[src/rtl/pci_mailbox_pkg.sv]
// rtl/pci_mailbox_pkg.sv - register map, bit positions and irq source indices for the PCI Wishbone mailbox
package pci_mailbox_pkg;

    localparam logic [1:0] REG_TXDATA = 2'd0;
    localparam logic [1:0] REG_RXDATA = 2'd1;
    localparam logic [1:0] REG_STATUS = 2'd2;
    localparam logic [1:0] REG_CTRL   = 2'd3;

    localparam int ST_TX_EMPTY = 16;
    localparam int ST_TX_FULL  = 17;
    localparam int ST_RX_EMPTY = 18;
    localparam int ST_RX_FULL  = 19;
    localparam int ST_OVF      = 24;
    localparam int ST_UNF      = 25;

    localparam int CTRL_TX_FLUSH = 8;
    localparam int CTRL_RX_FLUSH = 9;

    localparam int IRQ_RX_NONEMPTY = 0;
    localparam int IRQ_TX_EMPTY    = 1;
    localparam int IRQ_OVF         = 2;
    localparam int IRQ_UNF         = 3;
    localparam int IRQ_W           = 4;

    typedef enum logic {
        WB_IDLE = 1'b0,
        WB_ACK  = 1'b1
    } wb_state_e;

endpackage

[src/rtl/pci_wb_mailbox_if.sv]
// rtl/pci_wb_mailbox_if.sv - Wishbone classic bus between the PCI target core and the mailbox
interface pci_wb_mailbox_if;
    logic [31:0] wb_adr_i;
    logic [31:0] wb_dat_i;
    logic [31:0] wb_dat_o;
    logic [3:0]  wb_sel_i;
    logic        wb_cyc_i;
    logic        wb_stb_i;
    logic        wb_we_i;
    logic        wb_ack_o;
    logic        wb_irq_o;

    modport slave (
        input  wb_adr_i, wb_dat_i, wb_sel_i, wb_cyc_i, wb_stb_i, wb_we_i,
        output wb_dat_o, wb_ack_o, wb_irq_o
    );

    modport master (
        output wb_adr_i, wb_dat_i, wb_sel_i, wb_cyc_i, wb_stb_i, wb_we_i,
        input  wb_dat_o, wb_ack_o, wb_irq_o
    );
endinterface

[src/rtl/mailbox_fifo.sv]
// rtl/mailbox_fifo.sv - word FIFO with show-ahead head, count and flush
module mailbox_fifo #(
    parameter  int DEPTH = 8,
    localparam int AW    = $clog2(DEPTH),
    localparam int CW    = AW + 1
) (
    input  logic          clk,
    input  logic          reset,
    input  logic          push_i,
    input  logic          pop_i,
    input  logic          flush_i,
    input  logic [31:0]   data_i,
    output logic [31:0]   data_o,
    output logic [CW-1:0] count_o,
    output logic          full_o,
    output logic          empty_o
);
    localparam logic [CW-1:0] FULL_CNT = CW'(DEPTH);

    logic [AW-1:0] wr_ptr_q, wr_ptr_d;
    logic [AW-1:0] rd_ptr_q, rd_ptr_d;
    logic [CW-1:0] count_q, count_d;
    logic [31:0]   mem_q [DEPTH];
    logic          push_ok, pop_ok;

    // Full/empty come from the count registered before the edge, so a push
    // into a full FIFO is dropped even when a pop happens in the same cycle.
    assign full_o  = (count_q == FULL_CNT);
    assign empty_o = (count_q == '0);
    assign push_ok = push_i & ~full_o;
    assign pop_ok  = pop_i & ~empty_o;

    always_comb begin
        wr_ptr_d = wr_ptr_q;
        rd_ptr_d = rd_ptr_q;
        count_d  = count_q;
        if (flush_i) begin
            wr_ptr_d = '0;
            rd_ptr_d = '0;
            count_d  = '0;
        end else begin
            if (push_ok) wr_ptr_d = wr_ptr_q + 1'b1;
            if (pop_ok)  rd_ptr_d = rd_ptr_q + 1'b1;
            if (push_ok && !pop_ok)      count_d = count_q + 1'b1;
            else if (pop_ok && !push_ok) count_d = count_q - 1'b1;
        end
    end

    always_ff @(posedge clk) begin
        if (!reset) begin
            wr_ptr_q <= '0;
            rd_ptr_q <= '0;
            count_q  <= '0;
        end else begin
            wr_ptr_q <= wr_ptr_d;
            rd_ptr_q <= rd_ptr_d;
            count_q  <= count_d;
        end
    end

    always_ff @(posedge clk) begin
        if (push_ok) mem_q[wr_ptr_q] <= data_i;
    end

    assign data_o  = empty_o ? '0 : mem_q[rd_ptr_q];
    assign count_o = count_q;

endmodule

[src/rtl/pci_wb_mailbox.sv]
// rtl/pci_wb_mailbox.sv - Wishbone mailbox with TX/RX FIFOs, STATUS/CTRL and INTA
// Optional interrupt logic: PCI_MAILBOX_IRQ_EN
module pci_wb_mailbox
    import pci_mailbox_pkg::*;
#(
    parameter int DEPTH = 8
) (
    input  logic                  clk,
    input  logic                  reset,
    pci_wb_mailbox_if.slave       wb,
    output logic [31:0]           tx_data,
    output logic                  tx_valid,
    input  logic                  tx_ready,
    input  logic [31:0]           rx_data,
    input  logic                  rx_valid,
    output logic                  rx_ready
);
    localparam int CW = $clog2(DEPTH) + 1;

    wb_state_e        state_q, state_d;
    logic             access, wr_acc, rd_acc;
    logic [1:0]       reg_sel;
    logic             tx_push, rx_pop, st_wr, ctrl_wr, tx_flush, rx_flush;
    logic [CW-1:0]    tx_count, rx_count;
    logic             tx_full, tx_empty, rx_full, rx_empty;
    logic [31:0]      rx_head;
    logic             ovf_q, ovf_d, unf_q, unf_d;
    logic [31:0]      dat_q, rdata, status;
    logic [IRQ_W-1:0] irq_en, src;

    assign access  = wb.wb_cyc_i & wb.wb_stb_i & (state_q == WB_IDLE);
    assign wr_acc  = access & wb.wb_we_i;
    assign rd_acc  = access & ~wb.wb_we_i;
    assign reg_sel = wb.wb_adr_i[3:2];

    assign tx_push  = wr_acc & (reg_sel == REG_TXDATA) & (wb.wb_sel_i == 4'hF);
    assign rx_pop   = rd_acc & (reg_sel == REG_RXDATA);
    assign st_wr    = wr_acc & (reg_sel == REG_STATUS);
    assign ctrl_wr  = wr_acc & (reg_sel == REG_CTRL);
    assign tx_flush = ctrl_wr & wb.wb_dat_i[CTRL_TX_FLUSH];
    assign rx_flush = ctrl_wr & wb.wb_dat_i[CTRL_RX_FLUSH];

    always_comb begin
        state_d = WB_IDLE;
        if (access) state_d = WB_ACK;
    end

    always_ff @(posedge clk) begin
        if (!reset) state_q <= WB_IDLE;
        else        state_q <= state_d;
    end

    mailbox_fifo #(.DEPTH(DEPTH)) u_tx_fifo (
        .clk(clk), .reset(reset),
        .push_i(tx_push), .pop_i(tx_ready), .flush_i(tx_flush),
        .data_i(wb.wb_dat_i), .data_o(tx_data),
        .count_o(tx_count), .full_o(tx_full), .empty_o(tx_empty)
    );

    mailbox_fifo #(.DEPTH(DEPTH)) u_rx_fifo (
        .clk(clk), .reset(reset),
        .push_i(rx_valid), .pop_i(rx_pop), .flush_i(rx_flush),
        .data_i(rx_data), .data_o(rx_head),
        .count_o(rx_count), .full_o(rx_full), .empty_o(rx_empty)
    );

    assign tx_valid = ~tx_empty;
    assign rx_ready = ~rx_full;

    // A new event outranks a same-cycle write-1-to-clear.
    always_comb begin
        ovf_d = (ovf_q & ~(st_wr & wb.wb_dat_i[ST_OVF])) | (tx_push & tx_full);
        unf_d = (unf_q & ~(st_wr & wb.wb_dat_i[ST_UNF])) | (rx_pop & rx_empty);
    end

    always_comb begin
        status              = '0;
        status[7:0]         = 8'(tx_count);
        status[15:8]        = 8'(rx_count);
        status[ST_TX_EMPTY] = tx_empty;
        status[ST_TX_FULL]  = tx_full;
        status[ST_RX_EMPTY] = rx_empty;
        status[ST_RX_FULL]  = rx_full;
        status[ST_OVF]      = ovf_q;
        status[ST_UNF]      = unf_q;
        rdata = '0;
        case (reg_sel)
            REG_RXDATA: rdata = rx_head;
            REG_STATUS: rdata = status;
            REG_CTRL:   rdata = 32'(irq_en);
            default:    rdata = '0;
        endcase
    end

    always_ff @(posedge clk) begin
        if (!reset) begin
            ovf_q <= 1'b0;
            unf_q <= 1'b0;
            dat_q <= '0;
        end else begin
            ovf_q <= ovf_d;
            unf_q <= unf_d;
            if (access) dat_q <= rdata;
        end
    end

    assign wb.wb_ack_o = (state_q == WB_ACK);
    assign wb.wb_dat_o = dat_q;

    assign src[IRQ_RX_NONEMPTY] = ~rx_empty;
    assign src[IRQ_TX_EMPTY]    = tx_empty;
    assign src[IRQ_OVF]         = ovf_q;
    assign src[IRQ_UNF]         = unf_q;

`ifdef PCI_MAILBOX_IRQ_EN
    logic [IRQ_W-1:0] irq_en_q;
    logic             irq_q;

    always_ff @(posedge clk) begin
        if (!reset) begin
            irq_en_q <= '0;
            irq_q    <= 1'b0;
        end else begin
            if (ctrl_wr) irq_en_q <= wb.wb_dat_i[IRQ_W-1:0];
            irq_q <= |(src & irq_en_q);
        end
    end

    assign irq_en      = irq_en_q;
    assign wb.wb_irq_o = irq_q;
`else
    assign irq_en      = '0;
    assign wb.wb_irq_o = 1'b0;
`endif

    logic unused_ok;
    assign unused_ok = &{1'b0, wb.wb_adr_i[31:4], wb.wb_adr_i[1:0], src};

endmodule

[src/flat_wrapper.sv]
// flat-port wrapper written by rule: the top's interface ports become plain ports
module pci_wb_mailbox_flat import pci_mailbox_pkg::*;
#(
    parameter int DEPTH = 8
)
  (clk, reset, tx_data, tx_valid, tx_ready, rx_data, rx_valid, rx_ready, wb_wb_adr_i, wb_wb_dat_i, wb_wb_sel_i, wb_wb_cyc_i, wb_wb_stb_i, wb_wb_we_i, wb_wb_dat_o, wb_wb_ack_o, wb_wb_irq_o);
  pci_wb_mailbox_if wb_i ();
  input  logic clk;
  input  logic reset;
  output logic [31:0] tx_data;
  output logic tx_valid;
  input  logic tx_ready;
  input  logic [31:0] rx_data;
  input  logic rx_valid;
  output logic rx_ready;
  input wire logic [$bits(wb_i.wb_adr_i)-1:0] wb_wb_adr_i;
  input wire logic [$bits(wb_i.wb_dat_i)-1:0] wb_wb_dat_i;
  input wire logic [$bits(wb_i.wb_sel_i)-1:0] wb_wb_sel_i;
  input wire logic [$bits(wb_i.wb_cyc_i)-1:0] wb_wb_cyc_i;
  input wire logic [$bits(wb_i.wb_stb_i)-1:0] wb_wb_stb_i;
  input wire logic [$bits(wb_i.wb_we_i)-1:0] wb_wb_we_i;
  output wire logic [$bits(wb_i.wb_dat_o)-1:0] wb_wb_dat_o;
  output wire logic [$bits(wb_i.wb_ack_o)-1:0] wb_wb_ack_o;
  output wire logic [$bits(wb_i.wb_irq_o)-1:0] wb_wb_irq_o;
  assign wb_i.wb_adr_i = wb_wb_adr_i;
  assign wb_i.wb_dat_i = wb_wb_dat_i;
  assign wb_i.wb_sel_i = wb_wb_sel_i;
  assign wb_i.wb_cyc_i = wb_wb_cyc_i;
  assign wb_i.wb_stb_i = wb_wb_stb_i;
  assign wb_i.wb_we_i = wb_wb_we_i;
  assign wb_wb_dat_o = wb_i.wb_dat_o;
  assign wb_wb_ack_o = wb_i.wb_ack_o;
  assign wb_wb_irq_o = wb_i.wb_irq_o;
  pci_wb_mailbox #(.DEPTH(DEPTH)) u_core (.clk(clk), .reset(reset), .wb(wb_i), .tx_data(tx_data), .tx_valid(tx_valid), .tx_ready(tx_ready), .rx_data(rx_data), .rx_valid(rx_valid), .rx_ready(rx_ready));
endmodule
[config.mk]
export PLATFORM = sky130hd
export DESIGN_NAME = pci_wb_mailbox_flat
export DESIGN_NICKNAME = d
export VERILOG_FILES = /design/src/rtl/pci_mailbox_pkg.sv /design/src/rtl/pci_wb_mailbox_if.sv /design/src/rtl/mailbox_fifo.sv /design/src/rtl/pci_wb_mailbox.sv /design/src/flat_wrapper.sv
export SDC_FILE = /design/constraint.sdc
export NUM_CORES = 1
export LEC_CHECK = 0
export CORE_UTILIZATION = 45
export CTS_BUF_LIST = sky130_fd_sc_hd__clkbuf_16
export CTS_CLUSTER_SIZE = 12
export DETAILED_ROUTE_END_ITERATION = 10
export SLEW_MARGIN = 5
export SYNTH_ARGS = -nofsm -noshare
export SYNTH_HDL_FRONTEND = slang
export SYNTH_HIERARCHICAL = 1
export SYNTH_SLANG_ARGS = --single-unit
[constraint.sdc]
create_clock -name clk -period 15.35 [get_ports clk]
set_input_delay 4.605 -clock clk [delete_from_list [all_inputs] [get_ports clk]]
set_output_delay 4.605 -clock clk [all_outputs]
set_load 0.005 [all_outputs]
==> impl_results.md, run 1 <==
* EDFF count, synth at between 500 and 600
* Portion of the clock cycle consumed by the worst path in the final layout at 0.522
* Worst max-slew margin expressed relative to the limit at 0.323
* Final max-slew violation count at 0
* Number of cells on the critical path at 5
* Final clock skew at roughly 0.023 ns
* Wire length of the first global-routing pass at between 60 and 70 mm
* Clk Tree Root Cell: sky130_fd_sc_hd__clkbuf_16
* Top cell type's share of synthesized area at 0.684
* Cell area after synthesis at between 20000 and 25000 sq um
* Synth Flop Type: sky130_fd_sc_hd__edfxtp_1
* Post-layout net count at roughly 1400
* Crit-path max FO at 42
* Worst EP arrival at 3.41 ns
* FILL cells at 3884
* Number of input and output port buffers inserted at 143
* Worst setup path endpoint: tx_data[29]
* Die Y at 226 um
* Cell types with the largest area share after synthesis: sky130_fd_sc_hd__edfxtp_1 68%, sky130_fd_sc_hd__mux4_2 13%, sky130_fd_sc_hd__dfxtp_1 5.4%
* Critical path's slowest cell: sky130_fd_sc_hd__buf_4
* DPL Wire Length at approximately 26 mm
* Post-route non-filler standard cell count at a little over 2000
* Total Power at about 0.0037 W
* Number of instances resized during post-cts repair at 0
* Unrepaired setup endpoints after global routing: false
* Total length of routed met3 wires at around 2.3 mm
* Fin. Hold Viols at 0
* Total clock sinks at between 500 and 600
* Maximum clock rate at about 120 MHz
* Total setup buffers inserted after CTS at 0
* Die area at 50900 sq um
* Instance count of the mapped netlist at 1138
* Met1 layer wirelength in the final routing at approximately 20 mm
* Per-cell via count in the routed design at between 5 and 6
* Fin area at between 20000 and 30000 sq um
* H-tree lvl count at 2
* Antenna fix cells at 0
* Proportion of register bits with asynchronous set or reset after synthesis at 0
* Initial antenna violation count at 5
* Sequential element share of the synthesized area at 0.738
* Post-Route WL at 46.1 mm
* Most frequent cells after synthesis: 512 x sky130_fd_sc_hd__edfxtp_1, 126 x sky130_fd_sc_hd__mux4_2, 98 x sky130_fd_sc_hd__nor2_1, 68 x sky130_fd_sc_hd__mux2i_1, 61 x sky130_fd_sc_hd__dfxtp_1
* Category of the worst setup path capture point: output pin
* Cell family contributing the most delay on the critical path: buffers and inverters
* Congestion Overflow GR at 0
* Detailed router's first-iteration violation count at between 600 and 700
* Maxcap violations at 0
* Power per Cell Area at 142 nW/um^2
* Biggest area consumer among synthesized cells: sky130_fd_sc_hd__edfxtp_1
* Kind of path behind the tightest hold check: flop to flop
* Worst reg-to-reg path cell count at 9
* DR WL met2 at ~23 mm
* Int Power at ~0.0028 W
* Clk slew on worst S/H paths at around 0.06 ns
* Startpoint class of the critical path: flop
* Final critical delay including setup and external delays at 8.01 ns
* CORE AREA at about 49000 sq um
* Placed cell area at roughly 25000 sq um
* Count of state elements after synthesis at ~570
* TritonCTS clock tree: yes
* Total number of placement rows at 81
* Clock network fraction of total power at 0.331
* Worst stage delay on the critical path at about 0.73 ns
* Storage cell area at between 15000 and 20000 sq um
* Fraction of layout instances using a drive strength above 1 at 0.191
* Routed vias at 11000
* Part of the power in registers at 0.486
* Worst path buffer plus inverter count at 2
* Count of different cell masters after synthesis at 48
* Reg-to-Reg Start: u_core/wb.wb_ack_o
* P_leak at approximately 8 nW
* Run status: completed
* CP required at between 10 and 15 ns
* Max Buffers Root-to-Sink at 3
* Routed length per instance at roughly 23 um
* Vias in the first global route at approximately 11000
* DRC at 0
* Switching Fraction at 0.253
* Area growth from synthesis to layout at 16.6%
* Switching power total at about 0.00094 W
* GRT Overall Usage at 0.187
* Crit Reg-Reg Endpoint: u_core/u_tx_fifo/mem_q[4][18]
* Final setup violation count at 0
* Largest net degree at the start of global routing at 65
* Clock Latency Late Sink at about 0.6 ns
* Top layer reached by signal wires: met5
* Mean cell area of the mapped netlist at between 15 and 20 sq um
* Comb pwr share at 0.183
* Top-level I/O count at roughly 180
* Number of nets produced by synthesis at between 1000 and 1500
* Kind of critical path: flop to output pin
* Cell chain of the critical path: buf_4 > mux4_2 > mux2i_1 > nor2_1 > clkdlybuf4s50_1
* Number of buffers created by CTS at just under 60
* GPL Wtd Cong at around 0.72
* Max rail drop VDD at 0.0000969 V
* Most repeated cell in the gate-level netlist after synthesis: sky130_fd_sc_hd__edfxtp_1
* Initial core utilization at 0.457
* Post-route antenna net violation count at 0
* Register-to-register setup slack at around 12 ns
* Syn. warnings at 6
* Number of instances in the placed design at between 1500 and 2000
* Worst Tran Pin Value at 1.02 ns
* Setup Total Neg Slack at 0 ns
* Length of the first detailed-routing pass in iterations at 7
* Post-cts hold buffer count at 0
* Die width at 226 um
* Area taken by multi-input logic gates at about 5400 sq um
## flip-flops by register name, summed over array words and instances (netlist names), named ones only
signal	cells
u_core/wb.wb_dat_o	32
u_core/u_rx_fifo/rd_ptr_q	3
u_core/u_tx_fifo/rd_ptr_q	3
u_core/u_tx_fifo/mem_q	256
u_core/unf_q	1
u_core/u_rx_fifo/mem_q	256
u_core/ovf_q	1
u_core/u_tx_fifo/count_o	4
u_core/u_rx_fifo/wr_ptr_q	3
u_core/u_tx_fifo/wr_ptr_q	3
u_core/u_rx_fifo/count_o	4
u_core/wb.wb_ack_o	1
## kinds of logic (layout without fill, tap and decap cells)
family / Yosys count / after routing / synth area share
AO/OA/AOI/OAI: 59 / 59 / 0.0192
XOR/XNOR: 12 / 12 / 0.00468
adder cells (fa/ha/maj): 16 / 16 / 0.00957
buffers and inverters: 78 / 293 / 0.0253
flip-flops: 573 / 573 / 0.738
multiplexers: 198 / 198 / 0.160
other: 1 / 1 / 0.000167
AND/OR/NAND/NOR: 201 / 201 / 0.0430
## tightest hold or removal path: cells and delay by family (launching register included)
kind | cells | cell delay [ns]
and+or+nand+nor | 1 | 0.05
AOI/OAI and AO/OA | 1 | 0.05
DFF | 1 | 0.31
## power by group through the flow
stage,clock (W),combinational [W],sequential [W]
2_1_floorplan,0,0.000448,0.00182
3_3_place_gp,0,0.000693,0.00184
3_5_place_dp,0,0.000698,0.00184
4_1_cts,0.00127,0.000700,0.00181
5_1_grt,0.00132,0.000747,0.00182
6_report,0.00123,0.000683,0.00181
## layout by cell type, fill, tap and decap left out, types with 4 or more instances in the layout
cell,netlist,routed
sky130_fd_sc_hd__a22oi_1,14,14
sky130_fd_sc_hd__nand3_1,39,39
sky130_fd_sc_hd__dfxtp_1,61,55
sky130_fd_sc_hd__buf_4,2,31
sky130_fd_sc_hd__xor2_1,8,8
sky130_fd_sc_hd__nor3_2,0,8
sky130_fd_sc_hd__nor2_4,0,6
sky130_fd_sc_hd__nor2_1,98,92
sky130_fd_sc_hd__nand2_1,29,29
sky130_fd_sc_hd__xnor2_1,4,4
sky130_fd_sc_hd__mux2i_1,68,68
sky130_fd_sc_hd__edfxtp_1,512,512
sky130_fd_sc_hd__clkinv_1,0,14
sky130_fd_sc_hd__nand2b_1,8,8
sky130_fd_sc_hd__clkbuf_16,0,58
sky130_fd_sc_hd__mux4_2,126,126
sky130_fd_sc_hd__ha_1,14,14
sky130_fd_sc_hd__clkinv_2,0,4
sky130_fd_sc_hd__o31ai_1,14,14
sky130_fd_sc_hd__inv_1,10,39
sky130_fd_sc_hd__dfxtp_2,0,4
sky130_fd_sc_hd__a21oi_1,6,6
sky130_fd_sc_hd__a21boi_1,19,19
sky130_fd_sc_hd__clkdlybuf4s50_1,0,143
## routing by layer
layer  GRT usage  vias up
met2       0.314      225
met3      0.0377       81
met5           0        -
met1       0.245     5758
met4      0.0577        8
li1            -     4893
## per-stage QoR
stage / hold slack [ns] / util / setup WS (ns)
2_1_floorplan: 0.447 / - / 6.46
3_3_place_gp: 0.441 / 0.500 / 7.17
3_5_place_dp: 0.446 / 0.500 / 7.12
4_1_cts: 0.454 / 0.533 / 7.19
5_1_grt: 0.469 / 0.533 / 7.05
6_report: 0.449 / 0.533 / 7.34
## cell type report
class,count,area share
multi-input combinational,487,0.206
sequential,573,0.633
tap,664,0.0317
clock inverter,49,0.00783
inverter,12,0.00172
timing repair buffer,174,0.0635
clock buffer,58,0.0554
## how the worst min path moves through the flow
stage                           start                endpoint  cells after the start
6_report       u_core/wb.wb_dat_o[28]  u_core/wb.wb_dat_o[28]                      2
3_5_place_dp   u_core/wb.wb_dat_o[31]  u_core/wb.wb_dat_o[31]                      2
2_1_floorplan  u_core/wb.wb_dat_o[12]  u_core/wb.wb_dat_o[12]                      2
4_1_cts        u_core/wb.wb_dat_o[20]  u_core/wb.wb_dat_o[20]                      2
3_3_place_gp   u_core/wb.wb_dat_o[22]  u_core/wb.wb_dat_o[22]                      2
5_1_grt        u_core/wb.wb_dat_o[20]  u_core/wb.wb_dat_o[20]                      2
Note: power is estimated with default switching activity, not from simulation.
==> inputs of run 2 (changes only) <==
Settings changed: PLACE_DENSITY set to 0.67.
Clock period 15.35 ns to 6.8 ns, I/O delays scaled along.
==> run 2 against run 1 <==
Hold slack gained 0.0046 ns. Clock-buffer cell count is the same. Routed wire length shrank 1.7%. Die area is the same. Combinational power grew 120%. Global-route usage shrank 0.25 points. Clock skew shrank 0.0043 ns. Via count grew 0.83%. Final cell count is essentially flat. Clock power grew 130%. Flip-flop and latch count is the same. Critical path type unchanged. Highest routed layer unchanged.
==> impl_results.md, run 2 (synthesis results as in run 1) <==
* Run status: completed
* Power per Cell Area at 320 nW/um^2 (+130%)
* Number of input and output port buffers inserted at 143 (unchanged)
* Comb pwr share at 0.179 (-0.004)
* CP required at 4.76 ns (-5.99 ns)
* Kind of path behind the tightest hold check: flop to flop
* FILL cells at 3841 (-1.1%)
* Part of the power in registers at 0.490 (+0.004)
* GRT Overall Usage at 0.184 (-0.00247)
* Wire length of the first global-routing pass at 69.3 mm (-0.94%)
* Most frequent cells in the layout: 512 x sky130_fd_sc_hd__edfxtp_1, 143 x sky130_fd_sc_hd__clkdlybuf4s50_1, 126 x sky130_fd_sc_hd__mux4_2
* Total setup buffers inserted after CTS at 0 (unchanged)
* Worst path buffer plus inverter count at 2 (unchanged)
* Clk slew on worst S/H paths at 0.06 ns (about the same)
* Reg-to-Reg Start: u_core/wb.wb_ack_o
* Clock Latency Late Sink at 0.61 ns (about the same)
* Worst max-slew margin expressed relative to the limit at 0.270 (-0.0530)
* Unrepaired setup endpoints after global routing: false
* Category of the worst setup path capture point: output pin
* Max rail drop VDD at 0.000209 V (+120%)
* Largest net degree at the start of global routing at 50 (-23%)
* TritonCTS clock tree: yes
* Number of instances resized during post-cts repair at 0 (unchanged)
* Switching power total at 0.00212 W (+130%)
* Die Y at 226 um (unchanged)
* Die width at 226 um (unchanged)
* Final critical delay including setup and external delays at approximately 5.3 ns
* Die area at 50900 sq um (unchanged)
* Maxcap violations at 0 (unchanged)
* Post-layout net count at 1433 (+0.28%)
* DPL Wire Length at 26.1 mm (+0.58%)
* H-tree lvl count at 2 (unchanged)
* Int Power at 0.00630 W (+130%)
* Top-level I/O count at 175 (unchanged)
* Worst Tran Pin Value at 1.09 ns (+0.0795 ns)
* Routed vias at 11100 (+0.83%)
* Total clock sinks at 573 (unchanged)
* Total number of placement rows at 81 (unchanged)
* Setup slack of the critical path after layout at 1.55 ns (-5.79 ns)
* Post-route antenna net violation count at 0 (unchanged)
* Congestion Overflow GR at 0 (unchanged)
* P_leak at 8.22 nW (+0.29%)
* Setup Total Neg Slack at 0 ns (unchanged)
* Final max-slew violation count at 0 (unchanged)
* Most common cell after layout, fill and taps aside: sky130_fd_sc_hd__edfxtp_1
* Critical hold path startpoint: u_core/wb.wb_dat_o[29]
* Fin area at 26300 sq um (+0.22%)
* Portion of the clock cycle consumed by the worst path in the final layout at 0.772
* Worst slack after detailed placement at 1.34 ns (-5.78 ns)
* Final clock skew at 0.0190 ns (-0.00432 ns)
* Cell family contributing the most delay on the critical path: flip-flops
* Routed length per instance at 22.5 um (-1.7%)
* Post-route non-filler standard cell count at 2018 (+0.050%)
* Area growth from synthesis to layout at 16.9%
* Switching Fraction at 0.252 (-0.000416)
* DRC at 0 (unchanged)
* Startpoint class of the critical path: flop
* Final setup violation count at 0 (unchanged)
* Per-cell via count in the routed design at 5.48 (+0.78%)
* Number of buffers created by CTS at 58 (unchanged)
* Clock network fraction of total power at 0.331 (about the same)
* Worst stage delay on the critical path at 0.91 ns (+0.18 ns)
* Fraction of layout instances using a drive strength above 1 at 0.197 (+0.00591)
* Initial core utilization at 0.457 (unchanged)
* Worst EP arrival at 3.21 ns (-0.20 ns)
* Clk Tree Root Cell: sky130_fd_sc_hd__clkbuf_16
* Cell chain of the critical path: buf_4 > mux4_2 > mux2i_1 > nor2_1 > clkdlybuf4s50_1
* Post-cts hold buffer count at 0 (unchanged)
* Number of instances in the placed design at 1914 (+0.21%)
* Detailed router's first-iteration violation count at 817 (+18%)
* Max Buffers Root-to-Sink at 3 (unchanged)
* Total Power at 0.00842 W (+130%)
* Maximum clock rate at 190 MHz
* GPL Wtd Cong at 0.754 (+5.3%)
* Fin. Hold Viols at 0 (unchanged)
* Critical path's slowest cell: sky130_fd_sc_hd__dfxtp_4
* Storage cell area at 16600 sq um (unchanged)
* Length of the first detailed-routing pass in iterations at 5 (-2)
* Crit-path max FO at 43 (+2.4%)
* CORE AREA at 49200 sq um (unchanged)
* Vias in the first global route at 11600 (+1.1%)
* Kind of critical path: flop to output pin
* Initial antenna violation count at 4 (-1)
* Placed cell area at 24600 sq um (+0.22%)
* Post-Route WL at 45.3 mm (-1.7%)
* Area taken by multi-input logic gates at 5410 sq um (unchanged)
## run 2: changes by cell type in the layout (fill, tap and decap cells not counted), moves of 2 or more
| cell | delta |
|---|---|
| sky130_fd_sc_hd__buf_12 | +2 |
| sky130_fd_sc_hd__inv_1 | -2 |
| sky130_fd_sc_hd__clkinv_1 | -6 |
| sky130_fd_sc_hd__inv_6 | +2 |
| sky130_fd_sc_hd__buf_4 | +2 |
## run 2: metrics by stage
step                 util  hold slack (ns)
floorplan               -            0.447
global placement    0.501            0.439
detailed placement  0.501            0.448
CTS                 0.535            0.455
global route        0.535            0.476
finish              0.535            0.454
## run 2: area by class of cell
type / instances / area share
sequential: 573 / 0.632
timing repair buffer: 178 / 0.0654
multi-input combinational: 487 / 0.206
tap: 664 / 0.0316
clock inverter: 45 / 0.00786
inverter: 12 / 0.00171
clock buffer: 58 / 0.0552
antenna: 1 / 0.0000952
## run 2: final timing paths
check,cells past startpoint,slack [ns],to
worst max-delay path,5,1.55,tx_data[20]
worst min-delay path,2,0.45,u_core/wb.wb_dat_o[29]
worst max register to register,10,3.52,u_core/u_rx_fifo/count_o[3]
worst min register to register,2,0.45,u_core/wb.wb_dat_o[29]
## run 2: per-layer routing
| metal | global-route usage | share of wire | vias to the layer above |
|---|---|---|---|
| li1 | - | - | 4897 |
| met1 | 0.241 | 0.41 | 5778 |
| met2 | 0.311 | 0.50 | 299 |
| met3 | 0.0381 | 0.060 | 76 |
| met4 | 0.0540 | 0.022 | 6 |
| met5 | 0 | 0.00088 | - |
## run 2: power groups by stage
stage | combinational (W) | sequential [W] | clock, W
floorplan | 0.00101 | 0.00410 | 0
global placement | 0.00151 | 0.00421 | 0
detailed placement | 0.00153 | 0.00421 | 0
CTS | 0.00154 | 0.00414 | 0.00286
global route | 0.00165 | 0.00415 | 0.00297
finish | 0.00151 | 0.00413 | 0.00279
## run 2: worst reg2reg max path: stages, from the launching register on
cell and delay, ns:
sky130_fd_sc_hd__dfxtp_1 0.32, sky130_fd_sc_hd__nand3b_4 0.52, sky130_fd_sc_hd__nor3b_1 0.60, sky130_fd_sc_hd__nand2b_1 0.24, sky130_fd_sc_hd__ha_1 0.25, sky130_fd_sc_hd__inv_1 0.14, sky130_fd_sc_hd__ha_1 0.29, sky130_fd_sc_hd__a21oi_1 0.20
sky130_fd_sc_hd__a211oi_1 0.09, sky130_fd_sc_hd__a31oi_1 0.17, sky130_fd_sc_hd__mux2_2 0.35
